## src/rtl/vc_mem_arb_pkg.sv

```systemverilog
// rtl/vc_mem_arb_pkg.sv - shared constants and helpers for the 3:1 memory arbiter
package vc_mem_arb_pkg;

    localparam int c_num_ports = 3;
    localparam int c_id_sz     = 2;

    typedef logic [c_id_sz-1:0] port_id_t;

    localparam port_id_t c_port0 = 2'd0;
    localparam port_id_t c_port1 = 2'd1;
    localparam port_id_t c_port2 = 2'd2;

    // Request layout {type, addr, len, data}; response layout {type, len, data}
    function automatic int mem_req_msg_sz(input int addr_sz, input int data_sz);
        return 1 + addr_sz + $clog2(data_sz / 8) + data_sz;
    endfunction

    function automatic int mem_resp_msg_sz(input int data_sz);
        return 1 + $clog2(data_sz / 8) + data_sz;
    endfunction

    function automatic port_id_t next_port(input port_id_t p);
        return (p >= c_port2) ? c_port0 : p + 2'd1;
    endfunction

endpackage

```

## src/rtl/vc_mem_arb_owner_fifo.sv

```systemverilog
// rtl/vc_mem_arb_owner_fifo.sv - in-order FIFO of grant owner IDs
module vc_mem_arb_owner_fifo #(
    parameter  int p_depth  = 4,
    parameter  int p_width  = 2,
    localparam int c_ptr_sz = $clog2(p_depth),
    localparam int c_cnt_sz = c_ptr_sz + 1
) (
    input  logic                clk,
    input  logic                reset,
    input  logic                push,
    input  logic [p_width-1:0]  push_data,
    input  logic                pop,
    output logic [p_width-1:0]  pop_data,
    output logic                full,
    output logic                empty,
    output logic [c_cnt_sz-1:0] count
);

    logic [p_width-1:0]  mem [p_depth];
    logic [c_ptr_sz-1:0] wr_ptr;
    logic [c_ptr_sz-1:0] rd_ptr;
    logic                do_push;
    logic                do_pop;

    assign full     = (count == c_cnt_sz'(p_depth));
    assign empty    = (count == '0);
    // No bypass: a full FIFO refuses a push even if the head leaves this cycle
    assign do_push  = push && !full;
    assign do_pop   = pop && !empty;
    assign pop_data = mem[rd_ptr];

    always_ff @(posedge clk) begin
        if (do_push) begin
            mem[wr_ptr] <= push_data;
        end
    end

    always_ff @(posedge clk or negedge reset) begin
        if (!reset) begin
            wr_ptr <= '0;
            rd_ptr <= '0;
            count  <= '0;
        end else begin
            if (do_push) begin
                wr_ptr <= wr_ptr + c_ptr_sz'(1);
            end
            if (do_pop) begin
                rd_ptr <= rd_ptr + c_ptr_sz'(1);
            end
            case ({do_push, do_pop})
                2'b10:   count <= count + c_cnt_sz'(1);
                2'b01:   count <= count - c_cnt_sz'(1);
                default: count <= count;
            endcase
        end
    end

endmodule

```

## src/rtl/vc_mem_arb_3to1.sv

```systemverilog
// rtl/vc_mem_arb_3to1.sv - round-robin arbiter sharing one val/rdy memory among three requesters
module vc_mem_arb_3to1
    import vc_mem_arb_pkg::*;
#(
    parameter  int p_addr_sz     = 8,
    parameter  int p_data_sz     = 32,
    parameter  int p_max_outst   = 4,
    localparam int c_req_msg_sz  = mem_req_msg_sz(p_addr_sz, p_data_sz),
    localparam int c_resp_msg_sz = mem_resp_msg_sz(p_data_sz),
    localparam int c_cnt_sz      = $clog2(p_max_outst) + 1
) (
    input  logic                     clk,
    input  logic                     reset,

    input  logic                     req0_val,
    output logic                     req0_rdy,
    input  logic [c_req_msg_sz-1:0]  req0_msg,
    input  logic                     req1_val,
    output logic                     req1_rdy,
    input  logic [c_req_msg_sz-1:0]  req1_msg,
    input  logic                     req2_val,
    output logic                     req2_rdy,
    input  logic [c_req_msg_sz-1:0]  req2_msg,

    output logic                     resp0_val,
    input  logic                     resp0_rdy,
    output logic [c_resp_msg_sz-1:0] resp0_msg,
    output logic                     resp1_val,
    input  logic                     resp1_rdy,
    output logic [c_resp_msg_sz-1:0] resp1_msg,
    output logic                     resp2_val,
    input  logic                     resp2_rdy,
    output logic [c_resp_msg_sz-1:0] resp2_msg,

    output logic                     memreq_val,
    input  logic                     memreq_rdy,
    output logic [c_req_msg_sz-1:0]  memreq_msg,

    input  logic                     memresp_val,
    output logic                     memresp_rdy,
    input  logic [c_resp_msg_sz-1:0] memresp_msg,

    output logic [c_cnt_sz-1:0]      outst_count
);

    port_id_t   prio;
    port_id_t   prio_eff;
    port_id_t   cand1;
    port_id_t   cand2;
    port_id_t   grant_id;
    port_id_t   owner;
    logic       any_val;
    logic [2:0] grant;
    logic [2:0] req_val_a;
    logic [2:0] resp_rdy_a;
    logic       owner_rdy;
    logic       can_issue;
    logic       fire;
    logic       resp_fire;
    logic       fifo_full;
    logic       fifo_empty;

    assign req_val_a  = {req2_val, req1_val, req0_val};
    assign resp_rdy_a = {resp2_rdy, resp1_rdy, resp0_rdy};

    // An illegal pointer value of 3 is searched as if it were port 0
    assign prio_eff = (prio == 2'd3) ? c_port0 : prio;
    assign cand1    = next_port(prio_eff);
    assign cand2    = next_port(cand1);

    always_comb begin
        grant    = 3'b000;
        grant_id = c_port0;
        any_val  = 1'b0;
        if (req_val_a[prio_eff]) begin
            grant_id = prio_eff;
            any_val  = 1'b1;
        end else if (req_val_a[cand1]) begin
            grant_id = cand1;
            any_val  = 1'b1;
        end else if (req_val_a[cand2]) begin
            grant_id = cand2;
            any_val  = 1'b1;
        end
        if (any_val) begin
            grant[grant_id] = 1'b1;
        end
    end

    always_comb begin
        case (grant_id)
            c_port1: memreq_msg = req1_msg;
            c_port2: memreq_msg = req2_msg;
            default: memreq_msg = req0_msg;
        endcase
    end

    assign can_issue  = !fifo_full;
    assign memreq_val = reset && can_issue && any_val;
    assign fire       = memreq_val && memreq_rdy;

    assign req0_rdy = reset && grant[0] && can_issue && memreq_rdy;
    assign req1_rdy = reset && grant[1] && can_issue && memreq_rdy;
    assign req2_rdy = reset && grant[2] && can_issue && memreq_rdy;

    always_comb begin
        case (owner)
            c_port1: owner_rdy = resp_rdy_a[1];
            c_port2: owner_rdy = resp_rdy_a[2];
            default: owner_rdy = resp_rdy_a[0];
        endcase
    end

    assign memresp_rdy = reset && !fifo_empty && owner_rdy;
    assign resp_fire   = memresp_val && memresp_rdy;

    assign resp0_val = reset && memresp_val && !fifo_empty && (owner == c_port0);
    assign resp1_val = reset && memresp_val && !fifo_empty && (owner == c_port1);
    assign resp2_val = reset && memresp_val && !fifo_empty && (owner == c_port2);
    assign resp0_msg = memresp_msg;
    assign resp1_msg = memresp_msg;
    assign resp2_msg = memresp_msg;

    always_ff @(posedge clk or negedge reset) begin
        if (!reset) begin
            prio <= c_port0;
        end else if (fire) begin
            prio <= next_port(grant_id);
        end
    end

    vc_mem_arb_owner_fifo #(
        .p_depth (p_max_outst),
        .p_width (c_id_sz)
    ) owner_fifo (
        .clk       (clk),
        .reset     (reset),
        .push      (fire),
        .push_data (grant_id),
        .pop       (resp_fire),
        .pop_data  (owner),
        .full      (fifo_full),
        .empty     (fifo_empty),
        .count     (outst_count)
    );

    // A response with nobody waiting for it means the memory and arbiter disagree
    assert property (@(posedge clk) disable iff (!reset) !(memresp_val && fifo_empty));
    assert property (@(posedge clk) disable iff (!reset) prio != 2'd3);

endmodule

```

## config.mk

```make
export PLATFORM = sky130hd
export DESIGN_NAME = vc_mem_arb_3to1
export DESIGN_NICKNAME = d
export VERILOG_FILES = /design/src/rtl/vc_mem_arb_pkg.sv /design/src/rtl/vc_mem_arb_owner_fifo.sv /design/src/rtl/vc_mem_arb_3to1.sv
export SDC_FILE = /design/constraint.sdc
export NUM_CORES = 1
export LEC_CHECK = 0
export ABC_AREA = 1
export CAP_MARGIN = 25
export CORE_AREA = 5 5 127 129
export DETAILED_ROUTE_END_ITERATION = 12
export DIE_AREA = 0 0 132 134
export HOLD_SLACK_MARGIN = 0.03
export PLACE_DENSITY = 0.68
export SLEW_MARGIN = 20
export SYNTH_ARGS = -nofsm -noshare
export SYNTH_HDL_FRONTEND = slang
export SYNTH_SLANG_ARGS = --single-unit
export TNS_END_PERCENT = 50
```

## constraint.sdc

```tcl
create_clock -name clk -period 3 [get_ports clk]
set_input_delay 0.6 -clock clk [delete_from_list [all_inputs] [get_ports clk]]
set_output_delay 0.6 -clock clk [all_outputs]
set_load 0.02 [all_outputs]
```

# == Word level (Yosys, flattened, before mapping) ==
# Memories as Yosys holds them, arrays and structs flattened.
# Cells that the tools add are included.
# totals
elab_cells,80
output_inout_bits,159
ramBits,8
mem_count,1
regBits,9
# op_classes
n_reduce_logical,28
magnitude_cmp,8
n_addsub,7
muxes,24
eq_ne,8
# memory_table
memory,words,width,rd,rd_ports_with_merged_regs,wr,line_no,rtl
owner_fifo.mem,4,2,1,0,1,vc_mem_arb_owner_fifo.sv:19,logic [p_width-1:0] mem [p_depth];
# op_table
op,count
$pmux 43 s2,1
$logic_and 1x1->1,23
$mux 2,7
$lt 2x3->1 const B,4
$add 2x1->2 const B,5
$mux 1,9
$eq 2x2->1 const B,4
$bmux 1 s2,3
$eq 2x1->1 const B,3
$ge 2x2->1 const B,3
$pmux 3 s2,1
$add 3x1->3 const B,1
$eq 3x3->1 const B,1
$logic_not 3->1,1
$mux 3,1
$sub 3x1->3 const B,1
$demux 1 s2,1
$ge 2x1->1 const B,1
$logic_not 1->1,2
$logic_not 2->1,1
$pmux 1 s2,1
$reduce_bool 2->1,1

# == Depth between registers and ports, before layout ==
# depth
ltp_word,19
ltp_mapped,17

# == Hierarchy ==
# A second synthesis with hierarchy kept.
# unflattened
cells_unflattened,467
hier_area_um2,2964.1
# by_module_without_submodules
mod,n_inst,area_each_um2,cells_per_inst
vc_mem_arb_3to1,1,2169.6,383
vc_mem_arb_owner_fifo,1,794.5,84

# == Least setup slack after synthesis ==
# Ideal clock, no wire load.
# synth_path
path_kind,register to output
start,reg prio[0]
end,out memreq_msg[0]
path_buffers,3
path_slack_ns,-0.383
stages_incl_launch_ff,15
arrival_ns,2.783
path_cell_list,dfrtp_1 inv_1 ha_1 inv_2 nand2_2 nand2_2 nand2_1 a31oi_1 o21ai_0 inv_1 ha_1 clkbuf_1 buf_2 buf_1 a31oi_1
# synth_via
elab_chain_cells,13
word_cells_on_any_way,20
classes_between,add/sub: 2; order compare: 2; eq/ne: 3; mux: 13
# synth_rtl
item,line_no,rtl
from (decl),vc_mem_arb_3to1.sv:46,port_id_t prio;
from (signal assigned),vc_mem_arb_3to1.sv:126,prio <= c_port0;
from (signal assigned),vc_mem_arb_3to1.sv:128,prio <= next_port(grant_id);
$eq 2x2->1,vc_mem_arb_3to1.sv:67,assign prio_eff = (prio == 2'd3) ? c_port0 : prio;
$mux 2 (*),vc_mem_arb_3to1.sv:67,
$add 2x1->2 / $ge 2x2->1 (equally long branches),vc_mem_arb_pkg.sv:23,return (p >= c_port2) ? c_port0 : p + 2'd1;
$mux 2,vc_mem_arb_pkg.sv:23,
$add 2x1->2 / $ge 2x2->1 (equally long branches),vc_mem_arb_pkg.sv:23,
$mux 2,vc_mem_arb_pkg.sv:23,
$bmux 1 s2,vc_mem_arb_3to1.sv:81,end else if (req_val_a[cand2]) begin
$mux 1 (not written as such),vc_mem_arb_3to1.sv:81,
$mux 2,vc_mem_arb_3to1.sv:81,
$mux 2,vc_mem_arb_3to1.sv:78,end else if (req_val_a[cand1]) begin
$mux 2 (*),vc_mem_arb_3to1.sv:75,if (req_val_a[prio_eff]) begin
named net grant_id[1],vc_mem_arb_3to1.sv:50,port_id_t grant_id;
$eq 2x2->1 / $eq 2x1->1 (equally long branches),vc_mem_arb_3to1.sv:91,case (grant_id)
$pmux 43 s2 (*),vc_mem_arb_3to1.sv:91,
to (decl),vc_mem_arb_3to1.sv:37,"output logic [c_req_msg_sz-1:0] memreq_msg,"
# The timed path passes the listed nets; every way through them passes the cells marked *. The select of a mux whose other input is x is not followed.

# == Final worst setup path ==
# layout_path
start,reg prio[0]
end,out memreq_msg[37]
# Same word-level chain as after synthesis.

==> flow_metrics.py <==
metrics = {
    "run_status": {
        "status": "complete, but fails checks",
        "violations": "setup timing",
    },
    "hold_path": {
        "hold_class": "flop to flop",
    },
    "yosys": {
        "synthAdderAreaFrac_pct": 8.09,
        "ys_warn_count": 0,
        "syn_inst": 449,
        "synth.net_count": 641,
        "synth_xor_area_share_pct": 0.913,
        "ys_ff_latch": 17,
        "syn_avg_cell_area_um2": 6.41,
        "synth_area_leaders": "buf_4 (27%), nand2_1 (15%), a31oi_1 (9.6%)",
        "synth_top_area_share_pct": 27.4,
        "synth_compound_area_share_pct": 13.0,
        "synth.largest_area_cell": "buf_4",
        "synth_top_family_by_area": "buffers and inverters",
        "yosysUniqueCellTypes": 29,
        "mappedNetlistArea_mm2": 0.00288,
        "synth.yosys.seq_area_share_pct": 16.2,
        "synth-simple-area-share_pct": 27.0,
        "synth_mux_area_share_pct": 0,
    },
    "detailed_routing": {
        "postRouteWirelength_mm": 11.7,
        "vias": 3253,
        "viasPerCell": 4.20,
        "drc": 0,
        "wl_met3_mm": 1.36,
        "drt_iter0_markers": 62,
        "ant_nets": 0,
        "topRoutingLayerUsed": "met4",
        "drt_first_pass_iters": 4,
        "wl_met2_mm": 5.85,
        "wire_per_inst_um": 15.1,
        "routedLengthMet1_mm": 4.41,
    },
    "clocking": {
        "cts-root-buf": "clkbuf_16",
        "clock_latency_ps": 250,
        "path_clk_slew_ps": 50,
        "cts_sinks": 17,
        "cts-hold-fix-buffers": 0,
        "htreeDepth": 1,
        "clockBufferDepth": 2,
        "cts_made_buffers": 3,
        "cts_tree": "built",
    },
    "global_routing": {
        "grt_max_degree": 28,
        "grt_pass1_wl_mm": 18.0,
        "antenna_found_initial": 0,
        "grt_pass1_vias": 3494,
        "grt_usage_pct": 12.4,
        "overflow": 0,
    },
    "final_layout": {
        "register_area_um2": 468,
        "layout.nets": 779,
        "n_antenna_cell": 0,
        "layout_commonest_cell": "clkdlybuf4s50_1",
        "drive_gt1_share_pct": 36.9,
        "final_cell_mix": "clkdlybuf4s50_1 (141), nand2_1 (112), buf_6 (50)",
        "multi_input_area_mm2": 0.00220,
        "synthToLayoutAreaGrowth_pct": 104,
        "fillCellCount": 1482,
    },
    "critical_path": {
        "startpoint_type": "flop",
        "critPathCaptureType": "output pin",
        "crit_type": "flop to output pin",
        "arrival_ps": 2640,
        "crit_fanout": 13,
        "cp_data_required_time_ps": 2400,
    },
    "die": {
        "io_pins": 333,
        "fp.dieH_um": 134,
        "core_region_area_mm2": 0.0149,
        "start_util_pct": 19.3,
        "die_x_um": 132,
        "die_area_mm2": 0.0177,
        "rows": 45,
    },
    "sta": {
        "max_slew_margin_pct": 80.2,
        "hold_ws_ps": 465,
        "worst_pin_slew_ps": 296,
        "hold_viol": 0,
        "setup_ws_ps": -240,
        "max_freq_mhz": 309,
        "finalClockSkew_ps": 4.15,
        "maxSlewViolCount": 0,
        "fin_crit_ps": 3240,
        "period_share_pct": 108,
        "setup_violations": 45,
        "grt_setup_unrepaired": "true",
    },
    "flow_run": {
        "drv_cap": 0,
    },
    "place": {
        "io_buffers": 192,
        "place_congestion": 0.776,
        "hpwl_mm": 9.33,
    },
}
[layer usage]
layer,up-vias,track usage [%]
met2,170,21.9
met3,5,6.11
met1,1476,14.1
met4,0,1.20
li1,1602,-
met5,-,0
[final cells by class]
cell class	count	share of cell area, %
repair buffers	259	47.0
flip-flops and latches	17	7.98
inverters	33	2.11
clock inverters	1	0.128
multi-input cells	273	37.5
well taps	188	4.01
clock buffers	3	1.28
[cell usage after synthesis]
cell	instances
a32oi_1	2
buf_2	1
a21oi_1	3
buf_6	1
a21oi_2	1
buf_4	105
or2_2	1
nand3_1	5
o21ai_0	5
nand3_2	2
xor2_1	2
nand2_1	115
a31oi_2	1
dfrtp_1	9
ha_1	17
and2_1	1
o21ai_1	1
a21oi_4	1
xnor2_1	1
nand2_2	6
nor2_1	60
edfxtp_1	8
fa_1	1
inv_1	31
nand4_1	4
clkbuf_1	15
a31oi_1	44
inv_2	2
buf_1	4
[worst max-delay path, stage by stage, from the launching register on]
cell and delay [ps]:
dfrtp_1 390, inv_2 70, ha_4 300, nand2_2 60
nand2_2 80, nand2_2 70, o21ai_2 70, nand2_1 60
o21ai_1 70, nand2_1 70, nand2_2 90, inv_2 50
ha_4 280, buf_4 150, buf_12 140, buf_4 130
a31oi_4 140, buf_6 140
[flip-flops by register name, indices dropped and copies added, names as in the netlist]
signal	cells
owner_fifo.wr_ptr	2
owner_fifo.rd_ptr	2
owner_fifo.count	3
owner_fifo.mem	8
prio	2
[logic make-up after synthesis]
| group | after synthesis |
|---|---|
| compound gates | 58 |
| flops | 17 |
| simple gates | 194 |
| xor+xnor | 3 |
| fa+ha+maj | 18 |
| buf+inv | 159 |
[timing repair]
action	4_1_cts	5_1_grt
pin swaps	11	5
setup buffers	21	1
gates resized for setup	317	17
endpoints found under the setup margin	47	49
gates cloned	5	0
[metrics by stage]
stage / cell area [um2] / std cells / util, % / TNS (ps) / setup WS [ps]
floorplan: 3590 / 449 / - / 0 / 29.9
global placement: 5160 / 743 / 34.6 / -37180 / -906
detailed placement: 5160 / 743 / 34.6 / -36900 / -892
CTS: 5800 / 773 / 38.9 / -8330 / -225
global route: 5860 / 774 / 39.3 / -17120 / -419
finish: 5860 / 774 / 39.3 / -8660 / -240
[final timing paths]
path	from	endpoint	slack, ps	depth (start not counted)
setup reg to reg	prio[0]	owner_fifo.count[2]	250	17
hold reg to reg	owner_fifo.rd_ptr[1]	owner_fifo.rd_ptr[1]	460	1
min in group asynchronous	reset	prio[0]	690	2
setup / recovery	prio[0]	memreq_msg[37]	-240	17
hold / removal	owner_fifo.rd_ptr[1]	owner_fifo.rd_ptr[1]	460	1
max in group asynchronous	reset	owner_fifo.rd_ptr[0]	2140	2
Power is left out: the tool's default activity adds up to more than one toggle a clock period on the data nets, which glitch-free logic cannot reach.
